$ cat config.mk
export PLATFORM = sky130hd
export DESIGN_NAME = robot_frame_ctrl_flat
export DESIGN_NICKNAME = d
export VERILOG_FILES = /design/src/rtl/robot_frame_ctrl_if.sv /design/src/rtl/robot_frame_ctrl.sv /design/src/flat_wrapper.sv
export SDC_FILE = /design/constraint.sdc
export NUM_CORES = 1
export LEC_CHECK = 0
export CAP_MARGIN = 20
export CORE_UTILIZATION = 28
export CTS_CLUSTER_DIAMETER = 80
export CTS_CLUSTER_SIZE = 16
export DETAILED_ROUTE_END_ITERATION = 8
export PLACE_DENSITY = 0.49
export SETUP_SLACK_MARGIN = 0.5
export SYNTH_ARGS = -nofsm -noshare
export SYNTH_HDL_FRONTEND = slang
export SYNTH_SLANG_ARGS = --single-unit
export TNS_END_PERCENT = 100
$ cat constraint.sdc
create_clock -name clock_50 -period 3.7 [get_ports clock_50]
set_input_delay 0.74 -clock clock_50 [delete_from_list [all_inputs] [get_ports clock_50]]
set_output_delay 0.74 -clock clock_50 [all_outputs]
set_load 0.01 [all_outputs]
$ cat src/rtl/robot_frame_ctrl_if.sv
// Bundle of scan-position inputs, the move-command handshake and the sprite
// position/status outputs shared between the control logic and the renderer.
interface robot_frame_ctrl_if;
  logic [9:0] pix_y;
  logic       video_on;
  logic       cmd_valid;
  logic [1:0] cmd_dir;
  logic       cmd_ready;
  logic [4:0] robot_tx;
  logic [3:0] robot_ty;
  logic       move_done;
  logic       move_blocked;
  logic       frame_tick;

  modport master (
    output pix_y, video_on, cmd_valid, cmd_dir,
    input  cmd_ready, robot_tx, robot_ty, move_done, move_blocked, frame_tick
  );

  modport slave (
    input  pix_y, video_on, cmd_valid, cmd_dir,
    output cmd_ready, robot_tx, robot_ty, move_done, move_blocked, frame_tick
  );
endinterface

$ cat src/rtl/robot_frame_ctrl.sv
// Robot sprite position scheduler: accepts one move command at a time and
// commits it only in vertical blank, clamped to the tile grid and wall column.
module robot_frame_ctrl #(
  parameter int MAX_X       = 640,
  parameter int MAX_Y       = 480,
  parameter int TILES_X     = 20,
  parameter int TILES_Y     = 15,
  parameter int WALL_TX     = 1,
  parameter int STEP_FRAMES = 4,
  parameter int INIT_TX     = 0,
  parameter int INIT_TY     = 0
) (
  input  logic               clock_50,
  input  logic               reset,
  robot_frame_ctrl_if.slave  bus
);

  // The grid never extends past the visible area of 32 px tiles.
  localparam int COLS = (TILES_X < MAX_X / 32) ? TILES_X : MAX_X / 32;
  localparam int ROWS = (TILES_Y < MAX_Y / 32) ? TILES_Y : MAX_Y / 32;

  localparam logic signed [5:0] COLS_S  = 6'(COLS);
  localparam logic signed [5:0] ROWS_S  = 6'(ROWS);
  localparam logic signed [5:0] WALL_S  = 6'(WALL_TX);
  localparam logic        [9:0] MAX_Y_L = 10'(MAX_Y);
  localparam logic        [3:0] STEP_L  = 4'(STEP_FRAMES);
  localparam logic        [3:0] STEP_M1 = 4'(STEP_FRAMES - 1);

  typedef enum logic [1:0] {
    IDLE,
    WAIT_VB,
    APPLY,
    DONE
  } state_t;

  state_t            state_q, state_d;
  logic        [1:0] dir_q, dir_d;
  logic        [4:0] tx_q, tx_d;
  logic        [3:0] ty_q, ty_d;
  logic        [3:0] cnt_q, cnt_d;
  logic              done_q, done_d;
  logic              blk_q, blk_d;
  logic              vb_q;
  logic              tick_q;
  logic              vb;
  logic signed [5:0] tgt_x, tgt_y;
  logic              blocked;

  assign vb = (bus.pix_y >= MAX_Y_L);

  always_ff @(posedge clock_50 or posedge reset) begin
    if (reset) begin
      state_q <= IDLE;
      dir_q   <= 2'd0;
      tx_q    <= 5'(INIT_TX);
      ty_q    <= 4'(INIT_TY);
      cnt_q   <= 4'd0;
      done_q  <= 1'b0;
      blk_q   <= 1'b0;
      vb_q    <= 1'b0;
      tick_q  <= 1'b0;
    end else begin
      state_q <= state_d;
      dir_q   <= dir_d;
      tx_q    <= tx_d;
      ty_q    <= ty_d;
      cnt_q   <= cnt_d;
      done_q  <= done_d;
      blk_q   <= blk_d;
      vb_q    <= vb;
      tick_q  <= vb & ~vb_q;
    end
  end

  // Signed target so a step below tile 0 shows up as negative instead of wrapping.
  always_comb begin
    tgt_x = $signed({1'b0, tx_q});
    tgt_y = $signed({2'b00, ty_q});
    case (dir_q)
      2'd0:    tgt_y = $signed({2'b00, ty_q}) - 6'sd1;
      2'd1:    tgt_y = $signed({2'b00, ty_q}) + 6'sd1;
      2'd2:    tgt_x = $signed({1'b0, tx_q}) - 6'sd1;
      default: tgt_x = $signed({1'b0, tx_q}) + 6'sd1;
    endcase
    blocked = (tgt_x < 6'sd0) || (tgt_x >= COLS_S) ||
              (tgt_y < 6'sd0) || (tgt_y >= ROWS_S) ||
              (tgt_x == WALL_S) || bus.video_on;
  end

  always_comb begin
    state_d = state_q;
    dir_d   = dir_q;
    tx_d    = tx_q;
    ty_d    = ty_q;
    done_d  = 1'b0;
    blk_d   = 1'b0;
    cnt_d   = cnt_q;

    if (tick_q && (cnt_q < STEP_L)) begin
      cnt_d = cnt_q + 4'd1;
    end

    case (state_q)
      IDLE: begin
        if (bus.cmd_valid) begin
          dir_d   = bus.cmd_dir;
          state_d = WAIT_VB;
        end
      end
      WAIT_VB: begin
        if (tick_q && (cnt_q >= STEP_M1)) begin
          state_d = APPLY;
        end
      end
      APPLY: begin
        if (blocked) begin
          blk_d = 1'b1;
        end else begin
          done_d = 1'b1;
          tx_d   = tgt_x[4:0];
          ty_d   = tgt_y[3:0];
        end
        state_d = DONE;
      end
      default: begin
        cnt_d   = 4'd0;
        state_d = IDLE;
      end
    endcase
  end

  assign bus.cmd_ready    = (state_q == IDLE);
  assign bus.robot_tx     = tx_q;
  assign bus.robot_ty     = ty_q;
  assign bus.move_done    = done_q;
  assign bus.move_blocked = blk_q;
  assign bus.frame_tick   = tick_q;

endmodule

$ cat src/flat_wrapper.sv
// flat-port wrapper written by rule: the top's interface ports become plain ports
module robot_frame_ctrl_flat 
#(
  parameter int MAX_X       = 640,
  parameter int MAX_Y       = 480,
  parameter int TILES_X     = 20,
  parameter int TILES_Y     = 15,
  parameter int WALL_TX     = 1,
  parameter int STEP_FRAMES = 4,
  parameter int INIT_TX     = 0,
  parameter int INIT_TY     = 0
)
  (clock_50, reset, bus_pix_y, bus_video_on, bus_cmd_valid, bus_cmd_dir, bus_cmd_ready, bus_robot_tx, bus_robot_ty, bus_move_done, bus_move_blocked, bus_frame_tick);
  robot_frame_ctrl_if bus_i ();
  input  logic clock_50;
  input  logic reset;
  input wire logic [$bits(bus_i.pix_y)-1:0] bus_pix_y;
  input wire logic [$bits(bus_i.video_on)-1:0] bus_video_on;
  input wire logic [$bits(bus_i.cmd_valid)-1:0] bus_cmd_valid;
  input wire logic [$bits(bus_i.cmd_dir)-1:0] bus_cmd_dir;
  output wire logic [$bits(bus_i.cmd_ready)-1:0] bus_cmd_ready;
  output wire logic [$bits(bus_i.robot_tx)-1:0] bus_robot_tx;
  output wire logic [$bits(bus_i.robot_ty)-1:0] bus_robot_ty;
  output wire logic [$bits(bus_i.move_done)-1:0] bus_move_done;
  output wire logic [$bits(bus_i.move_blocked)-1:0] bus_move_blocked;
  output wire logic [$bits(bus_i.frame_tick)-1:0] bus_frame_tick;
  assign bus_i.pix_y = bus_pix_y;
  assign bus_i.video_on = bus_video_on;
  assign bus_i.cmd_valid = bus_cmd_valid;
  assign bus_i.cmd_dir = bus_cmd_dir;
  assign bus_cmd_ready = bus_i.cmd_ready;
  assign bus_robot_tx = bus_i.robot_tx;
  assign bus_robot_ty = bus_i.robot_ty;
  assign bus_move_done = bus_i.move_done;
  assign bus_move_blocked = bus_i.move_blocked;
  assign bus_frame_tick = bus_i.frame_tick;
  robot_frame_ctrl #(.MAX_X(MAX_X), .MAX_Y(MAX_Y), .TILES_X(TILES_X), .TILES_Y(TILES_Y), .WALL_TX(WALL_TX), .STEP_FRAMES(STEP_FRAMES), .INIT_TX(INIT_TX), .INIT_TY(INIT_TY)) u_core (.clock_50(clock_50), .reset(reset), .bus(bus_i));
endmodule
* Word level (Yosys, flattened, before mapping) *
Index checks and enable logic that the tools add are counted.

cells by class
  add/sub/neg operators = 5
  $lt $le $gt $ge = 7
  equality and inequality tests = 8
  multiplexer cells = 11
  bitwise operators = 3
  reductions and logical operators = 14

operator list
  operator                                               count
  one-hot mux 6 bit (2 select lines)                     2
  < comparator 6 x 1 -> 1 bit (second input constant)    2
  >= comparator 10 x 9 -> 1 bit (second input constant)  1
  two-way mux 4 bit                                      2
  adder 5 x 1 -> 6 bit (second input constant)           1
  == test 6 x 2 -> 1 bit (second input constant)         1
  >= comparator 6 x 5 -> 1 bit (second input constant)   1
  >= comparator 6 bit (second input constant)            1
  one-hot mux 2 bit (3 select lines)                     1
  AND reduction 2 bit                                    3
  subtractor 5 x 1 -> 6 bit (second input constant)      1
  adder 4 x 1 -> 5 bit (second input constant)           1
  logical OR 1 bit                                       5
  subtractor 4 x 1 -> 5 bit (second input constant)      1
  adder 4 x 1 -> 4 bit (second input constant)           1
  == test 2 x 1 -> 1 bit (second input constant)         2
  == test 2 bit (second input constant)                  2
  >= comparator 4 x 2 -> 1 bit (second input constant)   1
  zero test 2 bit                                        2
  < comparator 4 x 3 -> 1 bit (second input constant)    1
  two-way mux 1 bit                                      4
  two-way mux 2 bit                                      2
  != test 2 x 1 -> 1 bit (second input constant)         2
  OR reduction 3 bit                                     1
  5 further kinds                                        7

word-level totals
  register bits after elaboration = 21
  input bits = 16

* Depth between registers and ports, before layout *
Gate-level depths: netlist (run 1).

  depth after elaboration = 11
  gate-level depth with buffers = 10
  depth with buffers taken out = 9

* Worst setup path after synthesis (run 1) *
Ideal clock, no wire load.

  path type = register -> register
  start = register u_core.dir_q[1]
  end = register u_core.ty_q[3] (netlist: u_core.bus.robot_ty[3])
  library setup time = 0.125 ns
  data arrival time = 2.474 ns
  slack = 1.101 ns
  cell stages (with the launch flop) = 11
  period minus slack after synthesis = 2.599 ns
  path through = dfrtp_1 -> clkbuf_1 -> nand2b_1 -> xnor2_1 -> ha_1 -> and2_1 -> o21ai_1 -> xor2_1 -> a21o_1 -> and4_4 -> mux2_4

between the ends
  word-level cells in the longest chain between the ends = 11
  elaborated cells on any way between the ends = 18
  classes of those cells = order compare: 4; eq/ne: 3; mux: 2; bitwise: 1; reduce/logical: 8

RTL lines
  element                                                                    RTL line                RTL
  from (decl)                                                                robot_frame_ctrl.sv:37  logic [1:0] dir_q, dir_d;
  from (signal assigned)                                                     robot_frame_ctrl.sv:64  dir_q <= dir_d;
  == test 2 x 1 -> 1 bit / zero test 2 bit (equally long branches)           robot_frame_ctrl.sv:79  case (dir_q)
  OR reduction 2 bit (no source line)                                        n/a
  one-hot mux 6 bit (2 select lines)                                         robot_frame_ctrl.sv:79
  < comparator 6 x 1 -> 1 bit / >= comparator 6 bit (equally long branches)  robot_frame_ctrl.sv:85  blocked = (tgt_x < 6'sd0) || (tgt_x >= COLS_S) ||
  logical OR 1 bit (2 in a row)                                              robot_frame_ctrl.sv:85
  logical OR 1 bit (2 in a row)                                              robot_frame_ctrl.sv:86  (tgt_y < 6'sd0) || (tgt_y >= ROWS_S) ||
  logical OR 1 bit                                                           robot_frame_ctrl.sv:87  (tgt_x == WALL_S) || bus.video_on;
  NOT 1 bit (no source line)                                                 n/a
  AND reduction 2 bit (no source line)                                       n/a
  to (signal assigned)                                                       robot_frame_ctrl.sv:56  ty_q <= 4'(INIT_TY);
  to (signal assigned)                                                       robot_frame_ctrl.sv:66  ty_q <= ty_d;
  to (decl)                                                                  robot_frame_ctrl.sv:39  logic [3:0] ty_q, ty_d;

Several ways; a longest one is shown, not always the timed one.
A chain may end at the register's enable or synchronous reset.

* Worst setup path in the final report (run 1) *
  start = register u_core.dir_q[0]
  end = register u_core.ty_q[3] (netlist: u_core.bus.robot_ty[3])

The elaborated chain is that of the path after synthesis.

==> results of run 1 <==
-- worst paths after layout --
check | start | to | cells after the start
min in group asynchronous | reset | u_core.bus.move_done$_DFF_PP0_ | 2
max reg2reg | u_core.dir_q[0]$_DFFE_PP0P_ | u_core.bus.robot_ty[3]$_DFFE_PP0P_ | 9
max | u_core.dir_q[0]$_DFFE_PP0P_ | u_core.bus.robot_ty[3]$_DFFE_PP0P_ | 9
min | u_core.vb_q$_DFF_PP0_ | u_core.bus.frame_tick$_DFF_PP0_ | 1
max in group asynchronous | reset | u_core.bus.robot_tx[2]$_DFFE_PP0P_ | 2
min reg2reg | u_core.vb_q$_DFF_PP0_ | u_core.bus.frame_tick$_DFF_PP0_ | 1
-- sequential cells by signal, indices dropped and copies added, names as in the netlist --
name / count
u_core.bus.frame_tick: 1
u_core.bus.move_blocked: 1
u_core.bus.move_done: 1
u_core.bus.robot_tx: 5
u_core.bus.robot_ty: 4
u_core.cnt_q: 4
u_core.dir_q: 2
u_core.state_q: 2
u_core.vb_q: 1
-- synth_stat cells (2+ instances only) --
master	count
ha_1	8
or4_1	2
a21oi_1	3
nand2_1	5
mux2_2	3
nand2b_1	3
xnor2_1	8
nor3_1	3
inv_1	9
o31ai_1	2
and2_1	2
xor2_1	6
o21ai_0	2
a31oi_1	2
nor2_1	11
dfrtp_1	21
mux2i_1	3
nand4_1	8
-- power by group through the flow --
stage	combinational [mW]	clock (mW)	sequential [mW]
CTS	0.799	0.156	0.466
global route	0.874	0.164	0.486
floorplan	0.534	0	0.458
detailed placement	0.793	0	0.471
finish	0.797	0.148	0.469
global placement	0.774	0	0.464
-- critical path, delay by kind of cell (launching register included) --
family / cells / cell delay (ns)
muxes: 1 / 0.29
adders and majority gates: 1 / 0.22
AOI/OAI and AO/OA: 2 / 0.55
DFF: 1 / 0.54
xor gates and xnor gates: 2 / 0.43
and+or+nand+nor: 3 / 0.67
-- metal layers --
layer	vias to the layer above	track usage
li1	500	-
met1	501	0.152
met2	20	0.207
met3	2	0.0159
met4	0	0.0400
met5	-	0
-- kinds of logic after synthesis --
kind of cell,after synthesis,share of synthesized area
buf+inv,11,0.0327
simple gates,42,0.194
mux,9,0.0865
flops,21,0.404
compound gates,19,0.112
xor+xnor,14,0.0942
fa+ha+maj,8,0.0769
-- final cells by class --
class	count	area (sq um)
fill	424	2770
clock buffer	4	45.0
timing repair buffer	24	238
sequential	21	526
tap	52	65.1
inverter	9	33.8
multi-input combinational	92	733
==> run_results.csv, run 1 <==
group,metric,value,unit
status,status,"finished clean",
timing,fmax,0.358,GHz
global_route,antenna_found_initial,0,
floorplan,start_util,0.295,
pwr,clockPowerShare,0.105,
floorplan,die_x,70.2,microns
drt,drt-met1-wl,1320,microns
drt,dr.max_layer_used,"met4",
timing,slew_headroom,0.436,
logic_synthesis,synth.avg_cell_area,10.5,sq um
logic_synthesis,yosys.area.top_type,"dfrtp_1",
drt,vias_per_cell,5.06,
cts,clk_path_buf_depth,2,
timing,fin_skew,0.00121,ns
cts,ctsResizeCount,0,
pwr,p_seq_frac,0.332,
pwr,p_per_area,861,mW/mm^2
logic_synthesis,yosys.area.top_type_share,0.404,
logic_synthesis,ys_async_sr_fraction,1.00,
placement,dp_cells,198,
logic_synthesis,synthCells,124,
cts,htree_levels,1,
timing,rsz0062_at_grt,"false",
global_route,grt_pass1_wl,4720,microns
setup_path,crit_chain,"nand2b_1 -> xnor2_1 -> ha_1 -> and2_1 -> o21ai_1 -> xor2_1 -> a21o_1 -> and4_4 -> mux2_4",
placement,dp_slack,0.946,ns
worst_hold_path,hold_path.class,"flop to flop",
finish,drive_above_1_share,0.0933,
setup_path,end_kind,"flop",
drt,drt_iter0_drc,40,
finish,antennaDiodeCount,0,
cts,postCtsSetupBuffers,0,
timing,worst_slew_pin_slew,0.845,ns
global_route,grt_max_degree,22,
drt,drcViolationCount,0,
logic_synthesis,ys_seq_elements,21,
floorplan,coreArea,0.00441,sq mm
logic_synthesis,synth-edff-count,0,
finish,fin_cells,202,
setup_path,cpPeakStageDelay,0.54,ns
setup_path,cp_data_required_time,3.84,ns
drt,drtAntennaViolNets,0,
setup_path,cp_max_fo,14,
logic_synthesis,synth_ff_type,"dfrtp_1",
cts,root_buffer,"clkbuf_8",
global_route,grt-ovfl-total,0,
drt,routedWlPerCell,13.8,microns
placement,placed_area,0.00160,sq mm
finish,stdcell_area,0.00164,sq mm
logic_synthesis,synthTopCellsByArea,"dfrtp_1, ha_1, xnor2_1",
pwr,p_sw,0.614,mW
drt,dr_wl_met2,1360,microns
cts,cts_buffers,3,
drt,first_pass_iters,4,
logic_synthesis,seq_area_frac_synth,0.404,
cts,tritoncts,"done",
timing,finalCritPeriodShare,0.755,
pwr,p_int,0.799,mW
finish,final_net_count,175,
finish,fin_util,0.372,
global_route,grt_usage,0.119,
finish,mostFrequentLayoutCell,"clkdlybuf4s50_1",
pwr,max-vdd-ir-drop,0.302,mV
floorplan,rows,24,
setup_path,r2r_slack,0.91,ns
pwr,leakagePower,0.684,nW
cts,cts_hold_buf,0,
logic_synthesis,syn-num-nets,148,
finish,final_cell_mix,"clkdlybuf4s50_1, dfrtp_1, nor2_1",
pwr,swShare,0.435,
placement,gp_congestion,0.680,
cts,cts.sinks,21,
timing,drv_slew,0,
cts,cts.clk_slew.worst_paths,0.07,ns
logic_synthesis,synth_cell_types,41,
floorplan,die_h,70.2,microns
timing,fin_crit,2.79,ns
run,drv_cap,0,
timing,timing.hold.ws,0.402,ns
timing,fin_setup_tns,0,ns
drt,vias,1023,
setup_path,arrival,2.94,ns
drt,routed_wl,2790,microns
pwr,power_frac_comb,0.564,
setup_path,critPathSlowestCell,"dfrtp_1",
global_route,grt_pass1_vias,1037,
logic_synthesis,syn_area,0.00130,sq mm
placement,dp_hpwl,2100,microns
pwr,power.total,1.41,mW
cts,clk_latency,0.25,ns
floorplan,fp.dieArea,0.00492,sq mm
setup_path,start_kind,"flop",
timing,finalHoldViolCount,0,
finish,syn_to_final_growth,26.1,%
drt,route.met3.wl,94,microns
timing,setup_viol,0,
setup_path,crit_type,"flop to flop",
placement,portBuffers,23,
timing,fin_ws,0.905,ns
floorplan,pin_count,29,
logic_synthesis,yosys_warnings,0,
(Power assumes the default switching activity.)
==> run 2: changes to the inputs <==
Settings changed: PLACE_DENSITY 0.49 to 0.51.
Clock period 3.7 ns to 2.2 ns, I/O delays scaled along.
==> run 2 against run 1 <==
  * The flow now finishes with violations (negative setup slack)
  * Via count rose by 17%
  * Sequential power rose by 51%
  * Sequential cell count did not move
==> run_results.csv, run 2 (same netlist as run 1, synthesis figures left out) <==
group,metric,value,unit
status,violations,"negative setup slack",
setup_path,critPathLaunch,"u_core.bus.robot_tx[1]$_DFFE_PP0P_",
placement,dp_cells,225,
timing,slew_headroom,0.710,
setup_path,crit_type,"flop to flop",
floorplan,die_h,70.2,microns
drt,vias_per_cell,4.86,
global_route,grt-ovfl-total,0,
floorplan,rows,24,
global_route,antenna_found_initial,0,
status,status,"complete, but fails checks",
timing,fin_skew,0.00169,ns
finish,largest_reg_flops,5,
timing,drv_slew,0,
worst_hold_path,hold_path.class,"input pin to async pin",
drt,first_pass_iters,4,
finish,fin_util,0.467,
placement,portBuffers,23,
pwr,p_per_area,1510,mW/mm^2
timing,setup_viol,7,
setup_path,cp_data_required_time,2.34,ns
finish,syn_to_final_growth,58.5,%
timing,finalHoldViolCount,0,
finish,final_net_count,219,
timing,fmax,0.434,GHz
drt,drtAntennaViolNets,0,
cts,cts.sinks,21,
cts,cts_buffers,3,
global_route,grt_pass1_vias,1231,
drt,drt_iter0_drc,12,
placement,dp_hpwl,2430,microns
setup_path,cp_max_fo,6,
timing,worst_slew_pin_slew,0.431,ns
setup_path,worstReg2RegStart,"u_core.bus.robot_tx[1]$_DFFE_PP0P_",
drt,routed_wl,3290,microns
pwr,power.total,3.12,mW
global_route,grt_pass1_wl,5410,microns
floorplan,start_util,0.295,
floorplan,fp.dieArea,0.00492,sq mm
finish,drive_above_1_share,0.381,
placement,dp_slack,-0.118,ns
floorplan,coreArea,0.00441,sq mm
cts,tritoncts,"done",
cts,clk_path_buf_depth,2,
cts,root_buffer,"clkbuf_8",
cts,htree_levels,1,
drt,drcViolationCount,0,
finish,stdcell_area,0.00206,sq mm
finish,mostFrequentLayoutCell,"buf_4",
cts,cts.clk_slew.worst_paths,0.07,ns
timing,rsz0062_at_grt,"true",
finish,fin_cells,246,
cts,clk_latency,0.25,ns
setup_path,end_kind,"flop",
timing,fin_crit,2.30,ns
floorplan,pin_count,29,
pwr,max-vdd-ir-drop,0.468,mV
pwr,leakagePower,0.942,nW
setup_path,arrival,2.44,ns
timing,timing.hold.ws,0.392,ns
drt,vias,1196,
timing,fin_setup_tns,-0.352,ns
timing,finalCritPeriodShare,1.05,
placement,gp_congestion,0.847,
finish,antennaDiodeCount,0,
setup_path,start_kind,"flop",
placement,placed_area,0.00184,sq mm
global_route,grt_usage,0.137,
run,drv_cap,0,
timing,fin_ws,-0.102,ns
drt,routedWlPerCell,13.4,microns
global_route,grt_max_degree,17,
finish,final_cell_mix,"buf_4, dfrtp_1, clkdlybuf4s50_1",
floorplan,die_x,70.2,microns
setup_path,r2r_slack,-0.10,ns
-- run 2: cell types whose count changed in the layout (fill, tap and decap cells not counted), sizes merged --
cell | before | now
dlymetal6s2s | 0 | 1
dlygate4sd2 | 0 | 7
clkdlybuf4s50 | 23 | 14
buf | 1 | 45
clkbuf | 4 | 5
-- run 2: final timing paths --
| path | end | depth (start not counted) |
|---|---|---|
| max reg2reg | u_core.bus.robot_tx[1]$_DFFE_PP0P_ | 7 |
| min | u_core.bus.robot_ty[1]$_DFFE_PP0P_ | 2 |
| max | u_core.bus.robot_tx[1]$_DFFE_PP0P_ | 7 |
| min in group clock_50 | u_core.bus.frame_tick$_DFF_PP0_ | 1 |
| min reg2reg | u_core.bus.frame_tick$_DFF_PP0_ | 1 |
| max in group asynchronous | u_core.bus.robot_tx[4]$_DFFE_PP0P_ | 3 |
-- run 2: area by class of cell --
cell class              count  area, sq um
inverters                   9         33.8
flip-flops and latches     21          527
multi-input cells          92          820
fillers                   420         2350
repair buffers             68          572
well taps                  52         65.1
clock buffers               4         45.0
-- run 2: critical path, stage by stage, from the launching register on --
cell,delay (ns)
dfrtp_2,0.46
or4_1,0.54
a21bo_1,0.21
xor2_1,0.22
buf_4,0.16
nand4_4,0.11
nand4_1,0.18
mux2_4,0.32
-- run 2: timing repair --
item / CTS / global route
hold buffers: 0 / 0
buffers inserted: 11 / 6
endpoints found under the setup margin: 20 / 15
pin swaps: 13 / 4
resized for setup: 20 / 7
-- run 2: routing by layer --
layer / wire length [microns] / global-route usage
met1: 1420 / 0.165
met2: 1740 / 0.253
met3: 103 / 0.0188
met4: 21 / 0.0333
met5: 0 / 0
-- run 2: where the power goes --
| part | leakage, nW | total, mW | switching (mW) | internal [mW] |
|---|---|---|---|---|
| clock | 0.0228 | 0.245 | 0.117 | 0.129 |
| sequential | 0.260 | 0.707 | 0.156 | 0.551 |
| combinational | 0.659 | 2.17 | 0.969 | 1.20 |
==> run 3: changes to the inputs <==
Settings changed: CTS_CLUSTER_DIAMETER 80 to not set, SLEW_MARGIN set to 20.
==> results of run 3 <==
No change in the layout: final DEF, timing and power equal those of run 2.
